`src/rtl/esaxi_wr.sv`:
```
// AXI3 slave write responder: one burst at a time on AW/W, one local wr_* access
// per accepted beat, then a single B response.
module esaxi_wr (
    input  logic        clk,
    input  logic        rst,
    input  logic [11:0] s_axi_awid,
    input  logic [31:0] s_axi_awaddr,
    input  logic [7:0]  s_axi_awlen,
    input  logic [2:0]  s_axi_awsize,
    input  logic [1:0]  s_axi_awburst,
    input  logic        s_axi_awvalid,
    output logic        s_axi_awready,
    input  logic [11:0] s_axi_wid,
    input  logic [63:0] s_axi_wdata,
    input  logic [7:0]  s_axi_wstrb,
    input  logic        s_axi_wlast,
    input  logic        s_axi_wvalid,
    output logic        s_axi_wready,
    output logic [11:0] s_axi_bid,
    output logic [1:0]  s_axi_bresp,
    output logic        s_axi_bvalid,
    input  logic        s_axi_bready,
    output logic        wr_access,
    output logic [31:0] wr_addr,
    output logic [63:0] wr_data,
    output logic [7:0]  wr_strb,
    input  logic        wr_wait
);

    typedef enum logic [1:0] {RST_HOLD, IDLE, DATA, RESP} state_t;

    state_t      state, state_nxt;
    logic [11:0] id_q;
    logic [7:0]  len_q;
    logic [2:0]  size_q;
    logic        fixed_q;
    logic [31:0] addr;
    logic [7:0]  cnt;
    logic        err;

    logic aw_hs, beat, last_beat, beat_err;

    assign s_axi_awready = (state == IDLE);
    assign s_axi_wready  = (state == DATA) && !wr_wait;
    assign s_axi_bvalid  = (state == RESP);
    assign s_axi_bid     = id_q;
    assign s_axi_bresp   = {err, 1'b0};

    assign aw_hs     = s_axi_awvalid && s_axi_awready;
    assign beat      = s_axi_wvalid && s_axi_wready;
    assign last_beat = (cnt == len_q);
    // Protocol violations on a beat only poison later beats, not this one.
    assign beat_err  = (s_axi_wid != id_q) || (s_axi_wlast != last_beat);

    assign wr_access = beat && !err;
    assign wr_addr   = addr;
    assign wr_data   = s_axi_wdata;
    assign wr_strb   = s_axi_wstrb;

    always_ff @(posedge clk or posedge rst) begin
        if (rst) state <= RST_HOLD;
        else     state <= state_nxt;
    end

    always_comb begin
        state_nxt = state;
        case (state)
            RST_HOLD: state_nxt = IDLE;
            IDLE:     if (aw_hs) state_nxt = DATA;
            DATA:     if (beat && last_beat) state_nxt = RESP;
            RESP:     if (s_axi_bready) state_nxt = IDLE;
            default:  state_nxt = RST_HOLD;
        endcase
    end

    always_ff @(posedge clk or posedge rst) begin
        if (rst) begin
            id_q    <= '0;
            len_q   <= '0;
            size_q  <= '0;
            fixed_q <= 1'b0;
            addr    <= '0;
            cnt     <= '0;
            err     <= 1'b0;
        end else if (aw_hs) begin
            id_q    <= s_axi_awid;
            len_q   <= s_axi_awlen;
            size_q  <= s_axi_awsize;
            fixed_q <= !s_axi_awburst[0];
            addr    <= s_axi_awaddr;
            cnt     <= '0;
            err     <= s_axi_awburst[1] || (s_axi_awsize > 3'd3);
        end else if (beat) begin
            cnt <= cnt + 8'd1;
            if (!fixed_q) addr <= addr + (32'd1 << size_q);
            if (beat_err) err <= 1'b1;
        end
    end

endmodule
```
`config.mk`:
```
export PLATFORM = sky130hd
export DESIGN_NAME = esaxi_wr
export DESIGN_NICKNAME = d
export VERILOG_FILES = /design/src/rtl/esaxi_wr.sv
export SDC_FILE = /design/constraint.sdc
export NUM_CORES = 1
export LEC_CHECK = 0
export CAP_MARGIN = 0
export CORE_UTILIZATION = 35
export DETAILED_ROUTE_END_ITERATION = 6
export PLACE_DENSITY = 0.76
export SLEW_MARGIN = 20
export SYNTH_ARGS = -nofsm -noshare
export SYNTH_HDL_FRONTEND = slang
export SYNTH_SLANG_ARGS = --single-unit
```
`constraint.sdc`:
```
create_clock -name clk -period 4.9 [get_ports clk]
set_input_delay 0.98 -clock clk [delete_from_list [all_inputs] [get_ports clk]]
set_output_delay 0.98 -clock clk [all_outputs]
set_load 0.02 [all_outputs]
```
==> metrics.md <==
| Metric | Value |
|---|---|
| Clock tree from TritonCTS | `built` |
| Synth top area share | `0.3744` |
| Max VDD drop | `0.3109 mV` |
| Slew Limit Fails | `0` |
| Clock Path Buffers | `2` |
| Buffers and inverters on the worst path | `2` |
| Ys Warns | `0` |
| Largest net degree at the start of global routing | `47` |
| Global-route wire length before repair | `19470 um` |
| Pwr Density | `610.9 nW/um^2` |
| Leakage | `2.396 nW` |
| RD Place Congestion | `0.8864` |
| Skew final | `0.006593 ns` |
| Asr flop ratio synth | `1.000` |
| Max_slew headroom | `0.3985` |
| Post-Synthesis Cells | `534` |
| Setup-failing EPs final | `0` |
| CP peak stage delay | `0.62 ns` |
| Slowest CP cell | `clkdlybuf4s50_1` |
| Top post-synthesis cells by area | `dfrtp_1 37%, buf_4 12%, nand2_1 9.6%` |
| Antenna violations before repair | `0` |
| Fmax achieved | `268.6 MHz` |
| Root Driver | `clkbuf_16` |
| Ys flop type | `dfrtp_1` |
| TNS Setup | `0 ns` |
| Initial DRT Pass Iterations | `4` |
| Type of origin of the critical path | `primary input` |
| #FFs+latches synth | `67` |
| Yosys top cell by area | `dfrtp_1` |
| Post-layout nets | `740` |
| Total Wirelength | `11980 um` |
| Status | `complete, no violations` |
| Crit-path cells | `clkdlybuf4s50_1, and3b_1, nor2b_1, clkdlybuf4s50_1` |
| WP data required | `3.92 ns` |
| Crit-path leading delay family | `buffers and inverters` |
| Gr ovfl total | `0` |
| Vias after detailed routing | `3911` |
| IO Pins | `270` |
| Post-synth EDFFs | `0` |
| DRC viols | `0` |
| Hold Vio Cnt, Final | `0` |
| Die height | `115.1 um` |
| WS Path Type | `in -> out` |
| Synth Cell Area | `4478 um^2` |
| Design area | `5658 um^2` |
| Fin crit share | `0.7597` |
| Port Buf Inserts | `124` |
| Critical Path Fanout Max | `10` |
| Area after DPL | `5329 um^2` |
| Post-synthesis sequential area ratio | `0.3744` |
| Post-route antenna net violation count | `0` |
| Diodes inserted | `0` |
| Post-DP HPWL | `8697 um` |
| Vias in the first global route | `3989` |
| Die area | `13250 um^2` |
| TritonCTS Buffers | `9` |
| 1st-iter DRT viols | `183` |
| Crit path capture type | `primary output` |
| Layout cell share with drive strength beyond 1 | `0.04631` |
| Minimum clock period | `3.723 ns` |
| Gr usage total | `0.1876` |
| Core Region | `12260 um^2` |
| Tightest Hold Check Type | `reg -> reg` |
| Clock sink count | `67` |
| Hold Buf Count CTS | `0` |
| Vias per cell | `5.208` |
| Fillers | `1169` |
| Post-Syn Area per Cell | `8.386 um^2` |
| Crit path top cell by count | `clkdlybuf4s50_1` |
| RSZ-0062 raised after global routing | `false` |
| Synth top cells by count | `115 x nand2_1, 74 x buf_4, 67 x dfrtp_1` |
| Setup WS post-layout | `1.177 ns` |
| Post-synth cell types | `44` |
| Starting Density | `0.3652` |
| Clk Latency, worst-skew pair | `0.33 ns` |
| CTS resizes | `0` |
| Syn_nets | `696` |
| H-Tree Depth | `3` |
| WL per Instance | `15.96 um` |
| Cell with the most instances after synthesis | `nand2_1` |
| Die Width | `115.1 um` |
| Num rows | `40` |
| WP data arrival | `2.74 ns` |
| Worst-margin pin slew | `0.8991 ns` |
| Post-CTS Setup Bufs | `0` |
| Worst-path clk slew | `0.06 ns` |
| Area growth syn-to-layout | `26.35%` |
| Setup WS pre-CTS | `1.180 ns` |
| Max cap viols | `0` |
kinds of logic (layout without fill, tap and decap cells):
logic type	after synthesis	after routing	synth area share
other cells	1	1	0.0008374
fa+ha+maj	14	14	0.04079
flops	67	67	0.3744
simple gates	232	232	0.2436
xor+xnor	43	43	0.08410
buf+inv	101	150	0.1467
mux	5	5	0.01118
compound gates	71	71	0.09835
cell type report:
| type | count | area (um^2) | area share |
|---|---|---|---|
| Multi-Input combinational cell | 366 | 2148 | 0.3797 |
| Sequential cell | 67 | 1677 | 0.2963 |
| Timing Repair Buffer | 128 | 1271 | 0.2247 |
| Clock buffer | 12 | 256.5 | 0.04533 |
| Tap cell | 168 | 210.2 | 0.03715 |
| Clock inverter | 4 | 72.57 | 0.01283 |
| Inverter | 6 | 22.52 | 0.003981 |
worst reg2reg max path, cell delays in order (launching register included):
cell      delay, ns
dfrtp_1        0.51
nor3b_1        0.40
ha_1           0.26
a211oi_1       0.07
nor3_1         0.64
o211ai_1       0.47
or3_1          0.48
a31oi_1        0.21
cell usage in the layout, fill, tap and decap left out, drive strengths merged, types with 3 or more instances in the layout:
master,Yosys,layout
o21ai,22,22
xor2,24,24
a21o,3,3
mux2i,5,5
nor2,33,33
nand3,17,17
o211ai,10,10
clkbuf,15,12
and3,7,7
nand2,115,115
nand4,10,10
nor4,5,5
clkdlybuf4s50,0,124
or4,4,4
or3,9,9
nor3b,3,3
buf,80,4
inv,6,6
a221o,3,3
a21oi,15,15
a211oi,3,3
nor3,14,14
ha,13,13
dfrtp,67,67
nor2b,3,3
a31oi,11,11
xnor2,19,19
final timing paths:
path                           start           end  slack (ns)  cells after the start
min                         len_q[7]      len_q[7]        0.50                      2
max reg2reg                size_q[0]   wr_addr[23]        1.76                      7
max                          wr_wait     wr_access        1.18                      4
max in group asynchronous        rst   wr_addr[25]        2.88                      3
min in group asynchronous        rst  s_axi_bid[8]        1.08                      2
min reg2reg                 len_q[7]      len_q[7]        0.50                      2
per-layer routing:
metal | track usage | routed length (um) | up-vias
met3 | 0.06062 | 986 | 38
met1 | 0.2284 | 5008 | 1857
met5 | 0 | 0 | -
met4 | 0.07100 | 279 | 0
li1 | - | - | 1826
met2 | 0.3092 | 5709 | 190
sequential cells by signal, summed over array words and instances, names as in the netlist:
register,flops
fixed_q,1
state,2
len_q,8
cnt,8
size_q,3
err,1
s_axi_bid,12
wr_addr,32
power by group:
part	leakage (nW)	internal, mW	switching, mW
registers	0.813	0.791	0.298
logic	1.42	0.768	0.883
clock network	0.159	0.473	0.244
per-stage QoR:
step             util  total power [mW]  hold WS, ns  std cells
3_5_place_dp   0.4346             2.741       0.4875        735
3_3_place_gp   0.4346             2.663       0.4807        735
4_1_cts        0.4614             3.478       0.4999        751
5_1_grt        0.4614             3.698       0.5230        751
2_1_floorplan       -             2.134       0.4558        534
6_report       0.4614             3.457       0.5013        751
No activity file was read; power rests on OpenSTA's default activity.
